==> src/rtl/alu_input_seq_if.sv <==
// Bus between the operand/opcode sequencer and its surroundings: switch and
// button inputs, alu operand/result lines, and the display/LED status outputs.
interface alu_input_seq_if #(
  parameter int unsigned WIDTH = 4,
  parameter int unsigned SEL_W = 3
);
  logic [WIDTH-1:0] d;
  logic             enter;
  logic             cancel;
  logic             chain;
  logic [WIDTH-1:0] a;
  logic [WIDTH-1:0] b;
  logic [SEL_W-1:0] s;
  logic [WIDTH-1:0] f;
  logic [WIDTH-1:0] r;
  logic             zero;
  logic             valid;
  logic             busy;
  logic [2:0]       state;

  // Board side: switches, buttons and the alu result.
  modport master (
    output d, enter, cancel, chain, f,
    input  a, b, s, r, zero, valid, busy, state
  );

  // Sequencer side.
  modport slave (
    input  d, enter, cancel, chain, f,
    output a, b, s, r, zero, valid, busy, state
  );
endinterface

==> src/rtl/alu_input_seq.sv <==
// Operand/opcode sequencer in front of the alu. Collects A, B and the opcode one
// enter press at a time, drives the alu from registers and captures its result.
// Chain mode feeds the last result back as A for accumulator-style operation.
module alu_input_seq #(
  parameter int unsigned WIDTH = 4,
  parameter int unsigned SEL_W = 3
) (
  input  logic          clk,
  input  logic          rst,
  alu_input_seq_if.slave bus
);

  typedef enum logic [2:0] {
    StA    = 3'd0,
    StB    = 3'd1,
    StOp   = 3'd2,
    StExec = 3'd3,
    StDone = 3'd4
  } state_e;

  state_e           state_q, state_d;
  logic [WIDTH-1:0] a_q, a_d;
  logic [WIDTH-1:0] b_q, b_d;
  logic [SEL_W-1:0] s_q, s_d;
  logic [WIDTH-1:0] r_q, r_d;
  logic             zero_q, zero_d;
  logic             valid_q, valid_d;
  logic             busy_q, busy_d;
  logic             enter_q, enter_d;
  logic             press;

  // Next-state and output-register logic for the entry sequence.
  always_comb begin
    state_d = state_q;
    a_d     = a_q;
    b_d     = b_q;
    s_d     = s_q;
    r_d     = r_q;
    zero_d  = zero_q;
    valid_d = valid_q;
    enter_d = bus.enter;
    press   = bus.enter & ~enter_q;

    unique case (state_q)
      StA, StDone: begin
        if (bus.cancel) begin
          state_d = StA;
          valid_d = 1'b0;
        end else if (press) begin
          a_d     = bus.chain ? r_q : bus.d;
          valid_d = 1'b0;
          state_d = StB;
        end
      end
      StB: begin
        if (bus.cancel) begin
          state_d = StA;
          valid_d = 1'b0;
        end else if (press) begin
          b_d     = bus.d;
          state_d = StOp;
        end
      end
      StOp: begin
        if (bus.cancel) begin
          state_d = StA;
          valid_d = 1'b0;
        end else if (press) begin
          s_d     = bus.d[SEL_W-1:0];
          state_d = StExec;
        end
      end
      StExec: begin
        // One cycle for f to settle; cancel and presses cannot abort the capture.
        r_d     = bus.f;
        zero_d  = (bus.f == '0);
        valid_d = 1'b1;
        state_d = StDone;
      end
      default: begin
        state_d = StA;
      end
    endcase

    busy_d = (state_d == StExec);
  end

  // State registers; enter_q resets high so a button held through reset is no press.
  always_ff @(posedge clk) begin
    if (rst) begin
      state_q <= StA;
      a_q     <= '0;
      b_q     <= '0;
      s_q     <= '0;
      r_q     <= '0;
      zero_q  <= 1'b0;
      valid_q <= 1'b0;
      busy_q  <= 1'b0;
      enter_q <= 1'b1;
    end else begin
      state_q <= state_d;
      a_q     <= a_d;
      b_q     <= b_d;
      s_q     <= s_d;
      r_q     <= r_d;
      zero_q  <= zero_d;
      valid_q <= valid_d;
      busy_q  <= busy_d;
      enter_q <= enter_d;
    end
  end

  assign bus.a     = a_q;
  assign bus.b     = b_q;
  assign bus.s     = s_q;
  assign bus.r     = r_q;
  assign bus.zero  = zero_q;
  assign bus.valid = valid_q;
  assign bus.busy  = busy_q;
  assign bus.state = state_q;

endmodule

==> src/flat_wrapper.sv <==
// flat-port wrapper written by rule: the top's interface ports become plain ports
module alu_input_seq_flat 
#(
  parameter int unsigned WIDTH = 4,
  parameter int unsigned SEL_W = 3
)
  (clk, rst, bus_d, bus_enter, bus_cancel, bus_chain, bus_f, bus_a, bus_b, bus_s, bus_r, bus_zero, bus_valid, bus_busy, bus_state);
  alu_input_seq_if #(.WIDTH(WIDTH), .SEL_W(SEL_W)) bus_i ();
  input  logic clk;
  input  logic rst;
  input wire logic [$bits(bus_i.d)-1:0] bus_d;
  input wire logic [$bits(bus_i.enter)-1:0] bus_enter;
  input wire logic [$bits(bus_i.cancel)-1:0] bus_cancel;
  input wire logic [$bits(bus_i.chain)-1:0] bus_chain;
  input wire logic [$bits(bus_i.f)-1:0] bus_f;
  output wire logic [$bits(bus_i.a)-1:0] bus_a;
  output wire logic [$bits(bus_i.b)-1:0] bus_b;
  output wire logic [$bits(bus_i.s)-1:0] bus_s;
  output wire logic [$bits(bus_i.r)-1:0] bus_r;
  output wire logic [$bits(bus_i.zero)-1:0] bus_zero;
  output wire logic [$bits(bus_i.valid)-1:0] bus_valid;
  output wire logic [$bits(bus_i.busy)-1:0] bus_busy;
  output wire logic [$bits(bus_i.state)-1:0] bus_state;
  assign bus_i.d = bus_d;
  assign bus_i.enter = bus_enter;
  assign bus_i.cancel = bus_cancel;
  assign bus_i.chain = bus_chain;
  assign bus_i.f = bus_f;
  assign bus_a = bus_i.a;
  assign bus_b = bus_i.b;
  assign bus_s = bus_i.s;
  assign bus_r = bus_i.r;
  assign bus_zero = bus_i.zero;
  assign bus_valid = bus_i.valid;
  assign bus_busy = bus_i.busy;
  assign bus_state = bus_i.state;
  alu_input_seq #(.WIDTH(WIDTH), .SEL_W(SEL_W)) u_core (.clk(clk), .rst(rst), .bus(bus_i));
endmodule
==> config.mk <==
export PLATFORM = sky130hd
export DESIGN_NAME = alu_input_seq_flat
export DESIGN_NICKNAME = d
export VERILOG_FILES = /design/src/rtl/alu_input_seq_if.sv /design/src/rtl/alu_input_seq.sv /design/src/flat_wrapper.sv
export SDC_FILE = /design/constraint.sdc
export NUM_CORES = 1
export LEC_CHECK = 0
export ABC_CLOCK_PERIOD_IN_PS = 1400
export CAP_MARGIN = 20
export CORE_AREA = 2 2 51 53
export DETAILED_ROUTE_END_ITERATION = 8
export DIE_AREA = 0 0 53 55
export GPL_TIMING_DRIVEN = 0
export HOLD_SLACK_MARGIN = 0.03
export MAX_ROUTING_LAYER = met4
export PLACE_DENSITY = 0.79
export REMOVE_ABC_BUFFERS = 1
export SYNTH_ARGS = -nofsm -noshare
export SYNTH_HDL_FRONTEND = slang
export SYNTH_SLANG_ARGS = --single-unit
export TNS_END_PERCENT = 50
==> constraint.sdc <==
create_clock -name clk -period 1.4 [get_ports clk]
set_input_delay 0.14 -clock clk [delete_from_list [all_inputs] [get_ports clk]]
set_output_delay 0.14 -clock clk [all_outputs]
set_load 0.05 [all_outputs]
==> results of run 1 <==
power by group:
part | internal [mW] | total (mW) | switching, mW
clock network | 0.159 | 0.345 | 0.186
logic | 0.0590 | 0.120 | 0.0606
registers | 0.632 | 0.638 | 0.00564
total | 0.850 | 1.10 | 0.252
timing repair:
item                       in CTS  in global routing
hold endpoints to repair        0                  0
hold buffers                    0                  0
gates resized for setup        31                  9
setup endpoints to repair      29                 11
gates cloned                    0                  0
setup buffers                   0                  0
cell usage in the layout (no fill, tap or decap):
master / netlist / layout
dlygate4sd2_1: 0 / 12
nor4_1: 2 / 2
nor2b_1: 3 / 2
nand2b_1: 12 / 12
a22oi_1: 1 / 1
dfxtp_1: 22 / 19
and3_1: 1 / 1
mux2i_1: 17 / 17
clkbuf_4: 0 / 3
dfxtp_2: 0 / 3
clkdlybuf4s18_2: 0 / 2
nor3_1: 1 / 1
nor2_1: 8 / 8
a21bo_2: 1 / 1
nor2b_4: 0 / 1
clkdlybuf4s15_1: 0 / 6
mux2_2: 1 / 1
clkbuf_8: 0 / 1
nand3_1: 2 / 2
nor3_4: 1 / 1
clkdlybuf4s15_2: 0 / 1
a211oi_1: 1 / 1
nand3b_1: 1 / 1
or2_2: 1 / 1
clkdlybuf4s50_1: 0 / 12
a21oi_1: 7 / 7
nor3b_1: 1 / 1
a311oi_1: 4 / 4
per-stage QoR:
| stage | cells | utilization | hold WS, ns | cell area [um^2] | setup WS [ns] |
|---|---|---|---|---|---|
| 6_report | 154 | 0.556 | 0.473 | 1310 | 0.0562 |
| 4_1_cts | 154 | 0.550 | 0.448 | 1300 | 0.0189 |
| 5_1_grt | 154 | 0.556 | 0.468 | 1310 | -0.00250 |
| 3_3_place_gp | 150 | 0.541 | 0.462 | 1280 | -0.517 |
| 2_1_floorplan | 87 | - | 0.209 | 912 | -0.149 |
| 3_5_place_dp | 150 | 0.541 | 0.470 | 1280 | -0.512 |
worst reg2reg max path: stages, from the launching register on:
cell and delay [ns]:
dfxtp_1 0.35, nor2b_4 0.25, and3_1 0.35, mux2i_1 0.22
routing by layer:
layer  part of all wire  track usage
met5                  0            -
met4              0.019       0.0769
met3              0.070       0.0538
met2               0.47        0.254
met1               0.44        0.183
worst paths after layout:
| check | startpoint | endpoint | slack [ns] | cells after the start |
|---|---|---|---|---|
| setup / recovery | u_core.bus.s[1] | bus_s[1] | 0.06 | 1 |
| setup reg to reg | u_core.enter_q | u_core.bus.b[2] | 0.17 | 3 |
| hold / removal | bus_f[1] | u_core.bus.r[1] | 0.47 | 3 |
| hold reg to reg | u_core.bus.b[0] | u_core.bus.b[0] | 0.48 | 2 |
final cells by class:
| type | instances | area (um^2) |
|---|---|---|
| Timing Repair Buffer | 33 | 317 |
| Sequential cell | 22 | 444 |
| Clock buffer | 4 | 36.3 |
| Tap cell | 30 | 37.5 |
| Fill cell | 226 | 1050 |
| Multi-Input combinational cell | 65 | 479 |
synth_stat cells:
cell type	instances
dfxtp_1	22
mux2i_1	17
nand2b_1	12
nor2_1	8
a21oi_1	7
a311oi_1	4
buf_2	3
nor2b_1	3
buf_6	2
nand3_1	2
nor4_1	2
a211oi_1	1
a21bo_2	1
a22oi_1	1
and3_1	1
buf_1	1
clkbuf_1	1
clkbuf_2	1
mux2_2	1
nand3b_1	1
nor3_1	1
nor3_4	1
nor3b_1	1
or2_2	1
registers in the layout, summed over array words and instances, names as in the netlist:
| register | cells |
|---|---|
| u_core.bus.state | 3 |
| u_core.bus.a | 4 |
| u_core.bus.r | 4 |
| u_core.bus.zero | 1 |
| u_core.bus.busy | 1 |
| u_core.enter_q | 1 |
| u_core.bus.s | 3 |
| u_core.bus.valid | 1 |
| u_core.bus.b | 4 |
cell families after synthesis:
kind of cell | Yosys count
and+or+nand+nor | 33
DFF | 22
muxes | 18
AOI/OAI and AO/OA | 14
buffers and inverters | 8
==> results by group, run 1 <==
Place
  – Post-DP HPWL: 1530 um
  – Port Buffers: 33
  – GP Congestion: about 0.7

Setup path
  – WP data arrival: 1.20 ns
  – Critical Path Fanout Max: 2
  – Worst path max stage delay: 0.54 ns
  – Critical path class: register to primary output
  – Critical path's top delay family: buffers and inverters
  – Slowest CP cell: dlygate4sd2_1
  – CP Capture Type: primary output
  – Critical path required time: between 1 and 1.5 ns
  – Startpoint types: register
  – CP cell instances: dlygate4sd2_1
  – CP bufs+invs: 1

Synthesis
  – Syn. warnings: 0
  – Synth area leader: dfxtp_1
  – Post-Synth XOR/XNOR Area: 0
  – Number of synthesized register bits: 22
  – Syn_area_per_cell: 10.1 um^2
  – Yosys cell types: 24
  – Post-Synth Adder-Cell Area: 0
  – Syn Inst Count: 95
  – Main area contributors after synthesis: dfxtp_1, mux2i_1, nand2b_1, a21oi_1, a311oi_1
  – Synth Area in Compound Gates: 0.0988
  – Mux share of post-synthesis cell area: 0.189
  – Post-Synth Simple-Gate Area: 0.203
  – Main combinational cell family by area after synthesis: simple AND/OR/NAND/NOR gates
  – Post-synthesis sequential area ratio: 0.458
  – Share of the synthesized area in the top cell type: 0.458
  – Synth Cell Area: around 960 um^2

Route
  – Vias per cell: 5.16
  – DR iter-0 viols: 9
  – DR pass1 iterations: 4
  – Routed Antenna Nets: 0
  – Final wirelength: 2060 um
  – DR WL/cell: 13.4 um
  – # DRC: 0
  – DR vias: 795

Global routing
  – First-pass GRT wire length: around 3200 um
  – Initial antenna violation count: 0
  – Total global routing track utilization: 0.160
  – GR Overflow Total: 0
  – Largest net degree at the start of global routing: 27
  – Vias in the first global route: 715

STA
  – Final period utilization: 0.960
  – # setup viols final: 0
  – Final hold vios: 0
  – Slew @ Worst Pin: 0.742 ns
  – Unrepaired setup endpoints after global routing: true
  – Min Tclk post-route: 1.34 ns
  – Final Max Slew Viols: 0
  – Fin Clk Skew: 0.00220 ns
  – Slew headroom: 0.504
  – FMAX: ~0.74 GHz
  – Setup_tns: 0 ns

Floorplanning
  – Initial Util: 0.407
  – Core ar.: 0.00236 mm^2
  – Die area: 0.00292 mm^2
  – Std cell rows: 18
  – Die X: around 53 um
  – IO Count: 34
  – Chip Height: 55 um

Clock tree
  – CTS clk-pin slew, worst paths: 0.12 ns
  – H-tree levels: 1
  – Inserted Clock Buffers: 3
  – Clk root buf: clkbuf_4
  – CTS Sinks: 22
  – CTS Buffer Depth: 2
  – CTS tree: done
  – Skew-Pair Late Insertion Delay: 0.30 ns

Pwr
  – VDD IR-drop max: slightly below 500 uV
  – Lkg Pwr: 0.588 nW
  – Overall power: 1.10 mW
  – Power Density: 839 mW/mm^2

Layout
  – P&R area growth vs syn: 36.5%
  – # nets final: ~140
  – Fraction of layout cells with a size suffix above 1: 0.121
  – N_diodes: 0

Worst hold path
  – Type of the tightest min-delay check: input port to register

Flow run
  – Max_cap viols: 0

Outcome
  – Status: complete, no violations
Power figures use the tool's default switching activity.
==> run 2, diff against run 1 <==
--- a/config.mk
+++ b/config.mk
@@ -7,14 +7,16 @@
 export LEC_CHECK = 0
 export ABC_CLOCK_PERIOD_IN_PS = 1400
 export CAP_MARGIN = 20
-export CORE_AREA = 2 2 51 53
+export CORE_AREA = 2 2 62 64
 export DETAILED_ROUTE_END_ITERATION = 8
-export DIE_AREA = 0 0 53 55
+export DIE_AREA = 0 0 64 66
+export DONT_BUFFER_PORTS = 1
 export GPL_TIMING_DRIVEN = 0
 export HOLD_SLACK_MARGIN = 0.03
 export MAX_ROUTING_LAYER = met4
-export PLACE_DENSITY = 0.79
+export PLACE_DENSITY = 0.46
 export REMOVE_ABC_BUFFERS = 1
+export SETUP_SLACK_MARGIN = 0.3
 export SYNTH_ARGS = -nofsm -noshare
 export SYNTH_HDL_FRONTEND = slang
 export SYNTH_SLANG_ARGS = --single-unit
==> run 2 against run 1 <==
  * The flow now finishes with violations (negative hold slack)
  * Setup slack better by 0.091 ns
  * Via count down 4.2%
  * Sequential share of layout area up 2.6 points
  * Combinational power down 28%
  * Cell count up 2.6%
  * Critical path type is now register to register
  * Sequential cell count unchanged
  * Routed wire length up 13%
  * Die area up 45%
  * Clock skew up 0.00059 ns
  * Highest routed layer unchanged
  * Register-to-register slack worse by 0.02 ns
  * Count of clock-buffer cells in the layout down 1
==> results by group, run 2 (synthesized netlist as in run 1, its figures left out) <==
STA
  – Fin Clk Skew: 0.00279 ns (+0.000588 ns)
  – Slew headroom: 0.638 (+0.134)
  – # setup viols final: 0 (unchanged)
  – FMAX: 0.798 GHz (+7.3%)
  – Slew @ Worst Pin: 0.542 ns (-0.200 ns)
  – Min Tclk post-route: 1.25 ns (-0.0910 ns)
  – Final Max Slew Viols: 0 (unchanged)
  – Final period utilization: 0.895 (-0.0650)
  – Unrepaired setup endpoints after global routing: true
  – Setup_tns: 0 ns (unchanged)
  – WHS: -0.130 ns (-0.603 ns)
  – Final hold vios: 19 (+19)
  – Worst setup margin: 0.147 ns (+0.0910 ns)

Pwr
  – VDD IR-drop max: 575 uV (+17%)
  – Lkg Pwr: 0.510 nW (-13%)
  – Power Density: 981 mW/mm^2 (+17%)

Setup path
  – Slowest CP cell: dfxtp_4
  – Worst path max stage delay: 0.45 ns (-0.09 ns)
  – FF-to-FF Start: u_core.bus.state[1]
  – CP startpoint: u_core.bus.state[1]
  – Critical Path Fanout Max: 7 (+5)
  – Flop2flop setup slack: 0.15 ns (-0.02 ns)
  – Reg2Reg Depth: 4 (+1)
  – Critical path required time: 1.63 ns (+0.37 ns)
  – WP data arrival: 1.49 ns (+0.29 ns)
  – R2r endpoint: u_core.bus.a[3]
  – Startpoint types: register
  – Critical path class: register to register
  – CP Capture Type: register
  – CP cell instances: nor3_4 -> buf_6 -> a21oi_1 -> a311oi_1

Global routing
  – Initial antenna violation count: 0 (unchanged)
  – First-pass GRT wire length: 3640 um (+14%)
  – GR Overflow Total: 0 (unchanged)
  – Largest net degree at the start of global routing: 27 (unchanged)
  – Total global routing track utilization: 0.115 (-0.0455)
  – Vias in the first global route: 709 (-0.84%)

Layout
  – Fin area: 0.00126 mm^2 (-4.4%)
  – Most frequent cells in the layout: mux2i_1, dfxtp_1, nand2b_1
  – P&R area growth vs syn: 30.6%
  – Commonest non-fill, non-tap cell in the layout: mux2i_1
  – # nets final: 124 (-10%)
  – N_diodes: 0 (unchanged)
  – Fraction of layout cells with a size suffix above 1: 0.327 (+0.206)
  – Final Util: 0.354 (-0.202)

Route
  – DR vias: 762 (-4.2%)
  – Routed Antenna Nets: 0 (unchanged)
  – Vias per cell: 4.82 (-6.6%)
  – DR pass1 iterations: 3 (-1)
  – DR iter-0 viols: 48 (+39)
  – Final wirelength: 2320 um (+13%)
  – DR WL/cell: 14.7 um (+9.8%)
  – # DRC: 0 (unchanged)

Clock tree
  – Skew-Pair Late Insertion Delay: 0.31 ns (about the same)
  – CTS Sinks: 22 (unchanged)
  – CTS tree: done
  – H-tree levels: 1 (unchanged)
  – Inserted Clock Buffers: 3 (unchanged)
  – Clk root buf: clkbuf_4
  – CTS Buffer Depth: 2 (unchanged)
  – CTS clk-pin slew, worst paths: 0.13 ns (about the same)

Place
  – Post-place setup slack: -0.352 ns (+0.160 ns)
  – GP Congestion: 0.672 (-5.9%)
  – Post-DP HPWL: 1450 um (-5.1%)
  – Port Buffers: 0 (-100%)
  – Placed Area: 972 um^2 (-24%)

Floorplanning
  – Core ar.: 0.00355 mm^2 (+50%)
  – Std cell rows: 22 (+4)
  – IO Count: 34 (unchanged)
  – Die area: 0.00422 mm^2 (+45%)
  – Chip Height: 66 um (+20%)
  – Die X: 64 um (+21%)
  – Initial Util: 0.271 (-0.136)

Worst hold path
  – Worst hold stages: 1 (-2)
  – Hold endpoint: u_core.bus.r[3]
  – Type of the tightest min-delay check: input port to register
  – Worst min-delay path startpoint: rst

Flow run
  – Max_cap viols: 0 (unchanged)

Outcome
  – Status: finished with violations
  – Failing checks: negative hold slack
==> run 2: cell types whose count changed in the layout (fill, tap and decap cells not counted), moves of 5 or more <==
| cell | previous run | this run |
|---|---|---|
| buf_4 | 0 | 8 |
| clkdlybuf4s50_1 | 12 | 0 |
| dlygate4sd2_1 | 12 | 0 |
| dlygate4sd3_1 | 0 | 5 |
| clkdlybuf4s15_1 | 6 | 0 |
| dfxtp_1 | 19 | 14 |
==> run 2: critical path, delay by kind of cell, from the launching register on <==
| kind | cells | cell delay (ns) |
|---|---|---|
| flops | 1 | 0.45 |
| simple gates | 1 | 0.31 |
| compound gates | 2 | 0.27 |
| buf+inv | 1 | 0.14 |
==> run 2: worst max path at each step <==
stage / slack, ns / to
after CTS: 0.22 / u_core.bus.a[1]
final: 0.15 / u_core.bus.a[3]
after detailed placement: -0.35 / u_core.bus.r[1]
after floorplan: -0.15 / u_core.bus.r[0]
after global routing: 0.12 / u_core.bus.a[2]
after global placement: -0.31 / u_core.bus.r[3]
==> run 2: routing by layer <==
metal | up-vias | track usage | wire length (um)
li1 | 368 | - | -
met3 | 4 | 0.0494 | 187
met4 | 0 | 0.0245 | 25
met1 | 362 | 0.139 | 1010
met5 | - | - | 0
met2 | 28 | 0.177 | 1100
==> run 2: where the power goes <==
part           total [mW]  internal [mW]  switching, mW
Combinational      0.0864         0.0555         0.0309
Clock               0.495          0.289          0.206
Sequential          0.651          0.627         0.0238
==> run 2: area by class of cell <==
cell class | instances | area, um^2
Tap cell | 48 | 60.1
Fill cell | 368 | 2290
Clock inverter | 1 | 30.0
Multi-Input combinational cell | 65 | 520
Sequential cell | 22 | 458
Timing Repair Buffer | 19 | 165
Clock buffer | 3 | 22.5
==> run 2: through the flow <==
| stage | power [mW] | cells |
|---|---|---|
| final | 1.23 | 158 |
| after global routing | 1.28 | 158 |
| after CTS | 1.22 | 148 |
| after detailed placement | 0.713 | 135 |
| after global placement | 0.712 | 135 |
| after floorplan | 0.705 | 87 |
==> run 2: what timing repair did <==
item,4_1_cts,5_1_grt
endpoints found under the hold margin,22,22
hold buffers,3,2
buffers inserted,6,8
pin swaps,9,3
setup endpoints to repair,42,34
gates resized for setup,21,5
cloned,0,0
==> run 3, diff against run 2 <==
--- a/config.mk
+++ b/config.mk
@@ -8,6 +8,7 @@
 export ABC_CLOCK_PERIOD_IN_PS = 1400
 export CAP_MARGIN = 20
 export CORE_AREA = 2 2 62 64
+export CTS_BUF_LIST = sky130_fd_sc_hd__clkbuf_8
 export DETAILED_ROUTE_END_ITERATION = 8
 export DIE_AREA = 0 0 64 66
 export DONT_BUFFER_PORTS = 1
==> run 3 against run 2 <==
  * The run now ends clean
  * Sequential cell count did not move
  * Via count up 0.52%
  * Non-clock buffer count up 2
  * Register-to-register slack improved by 0.05 ns
  * Critical path depth is the same
  * Combinational power increased by 6.2%
  * Global-route usage up 0.34 points
  * Highest routed layer unchanged
==> results by group, run 3 (synthesized netlist as in run 1, its figures left out) <==
Layout
  – # nets final: 126 (+1.6%)
  – Register area: 458 um^2 (unchanged)
  – Commonest non-fill, non-tap cell in the layout: mux2i_1
  – P&R area growth vs syn: 32.2%
  – # fillers: 360 (-2.2%)
  – Multi-input logic area: 514 um^2 (-1.2%)
  – N_diodes: 0 (unchanged)
  – Layout Cells excl Fill: 160 (+1.3%)
  – Most frequent cells in the layout: mux2i_1, dfxtp_1, nand2b_1
  – Fraction of layout cells with a size suffix above 1: 0.313 (-0.0148)

Route
  – DR iter-0 viols: 24 (-50%)
  – Wire length on met2: 1090 um (-0.73%)
  – Routed Antenna Nets: 0 (unchanged)
  – # DRC: 0 (unchanged)
  – Max layer used: met4
  – Routed length on met1: 1020 um (+1.3%)
  – DR pass1 iterations: 4 (+1)
  – Final wirelength: 2320 um (+0.22%)
  – DR WL met3: 200 um (+7.0%)
  – DR vias: 766 (+0.52%)
  – Vias per cell: 4.79 (-0.73%)
  – DR WL/cell: 14.5 um (-1.0%)

STA
  – Fin Clk Skew: 0.00234 ns (-0.000455 ns)
  – Final Max Slew Viols: 0 (unchanged)
  – # setup viols final: 0 (unchanged)
  – Slew headroom: 0.579 (-0.0596)
  – Final hold vios: 0 (-19)
  – FMAX: 0.829 GHz (+3.9%)
  – Min Tclk post-route: 1.21 ns (-0.0468 ns)
  – Unrepaired setup endpoints after global routing: true
  – Slew @ Worst Pin: 0.630 ns (+0.0880 ns)
  – Final period utilization: 0.861 (-0.0334)

Floorplanning
  – Chip Height: 66 um (unchanged)
  – Std cell rows: 22 (unchanged)
  – IO Count: 34 (unchanged)
  – Die area: 0.00422 mm^2 (unchanged)
  – Die X: 64 um (unchanged)
  – Core ar.: 0.00355 mm^2 (unchanged)
  – Initial Util: 0.271 (unchanged)

Pwr
  – Clock power share: 0.446 (+0.044)
  – Switching Power: 0.276 mW (+5.9%)
  – Cell Int Power: 1.06 mW (+9.5%)
  – Sw Share: 0.206 (-0.00540)
  – Sequential Power Share: 0.485 (-0.043)
  – Comb power frac: 0.069 (about the same)
  – Power Density: 1050 mW/mm^2 (+7.3%)
  – Overall power: 1.34 mW (+8.7%)
  – VDD IR-drop max: 660 uV (+15%)
  – Lkg Pwr: 0.519 nW (+1.8%)

Clock tree
  – Skew-Pair Late Insertion Delay: 0.26 ns (-0.05 ns)
  – H-tree levels: 1 (unchanged)
  – CTS clk-pin slew, worst paths: 0.08 ns (-0.05 ns)
  – Clk root buf: clkbuf_8
  – CTS Sinks: 22 (unchanged)
  – CTS tree: done
  – CTS Buffer Depth: 2 (unchanged)
  – Inserted Clock Buffers: 3 (unchanged)

Place
  – GP Congestion: 0.672 (unchanged)
  – Placed cell count: 135 (unchanged)
  – Post-DP HPWL: 1450 um (unchanged)
  – Port Buffers: 0 (unchanged)

Setup path
  – Critical path class: register to register
  – CP Capture Type: register
  – Critical path's top delay family: flip-flops
  – Worst path max stage delay: 0.44 ns (about the same)
  – Slowest CP cell: dfxtp_4
  – Critical path required time: 1.58 ns (-0.05 ns)
  – Startpoint types: register
  – CP bufs+invs: 1 (unchanged)
  – WP data arrival: 1.38 ns (-0.11 ns)
  – CP cell instances: nor3_4 -> buf_4 -> a21oi_1 -> a311oi_1
  – Critical Path Fanout Max: 7 (unchanged)

Worst hold path
  – Type of the tightest min-delay check: input port to register

Global routing
  – Vias in the first global route: 706 (-0.42%)
  – Largest net degree at the start of global routing: 27 (unchanged)
  – First-pass GRT wire length: 3720 um (+2.3%)
  – Total global routing track utilization: 0.118 (+0.00336)
  – GR Overflow Total: 0 (unchanged)
  – Initial antenna violation count: 0 (unchanged)

Outcome
  – Status: complete, no violations

Flow run
  – Max_cap viols: 0 (unchanged)
==> run 3: cell types whose count changed in the layout (fill, tap and decap cells not counted) <==
cell | before | now
clkbuf_4 | 3 | 0
dlygate4sd3_1 | 5 | 7
buf_6 | 2 | 1
a311oi_2 | 2 | 1
buf_12 | 1 | 0
buf_4 | 8 | 10
clkbuf_8 | 0 | 3
a311oi_1 | 2 | 3
==> run 3: power by group through the flow <==
stage	combinational, mW	clock, mW	sequential, mW
6_report	0.0918	0.598	0.650
4_1_cts	0.0602	0.610	0.650
5_1_grt	0.0995	0.639	0.651
3_5_place_dp	0.0431	0	0.670
2_1_floorplan	0.0371	0	0.668
3_3_place_gp	0.0420	0	0.669
==> run 3: worst register-to-register path, cell delays in order, from the launching register on <==
cell,delay (ns)
dfxtp_4,0.44
nor3_4,0.26
buf_4,0.16
a21oi_1,0.06
a311oi_1,0.21
==> run 3: layout make-up <==
cell class,count,area share
clock buffers,3,0.0324
clock inverters,1,0.0236
multi-input cells,65,0.404
flip-flops and latches,22,0.360
well taps,48,0.0472
repair buffers,21,0.133
==> run 3: final timing paths <==
| kind | start | endpoint | slack [ns] | cells past startpoint |
|---|---|---|---|---|
| max | u_core.bus.state[1] | u_core.bus.a[3] | 0.19 | 4 |
| max reg2reg | u_core.bus.state[1] | u_core.bus.a[3] | 0.19 | 4 |
| min reg2reg | u_core.bus.r[2] | u_core.bus.r[2] | 0.66 | 2 |
| min | bus_f[1] | u_core.bus.r[1] | 0.03 | 2 |
==> run 3: metal layers <==
layer | up-vias | track usage
met3 | 2 | 0.0596
met2 | 29 | 0.181
met5 | - | -
met4 | 0 | 0.0245
met1 | 365 | 0.139
li1 | 370 | -
==> run 3: metrics by stage <==
| step | TNS, ns | setup WS [ns] | cell area, um^2 | utilization | hold slack (ns) |
|---|---|---|---|---|---|
| global placement | -3.89 | -0.311 | 972 | 0.274 | 0.213 |
| CTS | 0 | 0.225 | 1160 | 0.328 | -0.0795 |
| finish | 0 | 0.194 | 1270 | 0.358 | 0.0324 |
| detailed placement | -4.49 | -0.352 | 972 | 0.274 | 0.216 |
| floorplan | -1.53 | -0.149 | 912 | - | 0.209 |
| global route | 0 | 0.136 | 1270 | 0.358 | 0.0431 |
==> run 3: what timing repair did <==
| item | 4_1_cts | 5_1_grt |
|---|---|---|
| pin swaps | 8 | 1 |
| endpoints found under the setup margin | 24 | 23 |
| resized for setup | 22 | 2 |
| hold buffers | 3 | 4 |
| hold endpoints to repair | 16 | 15 |
| setup buffers | 6 | 8 |
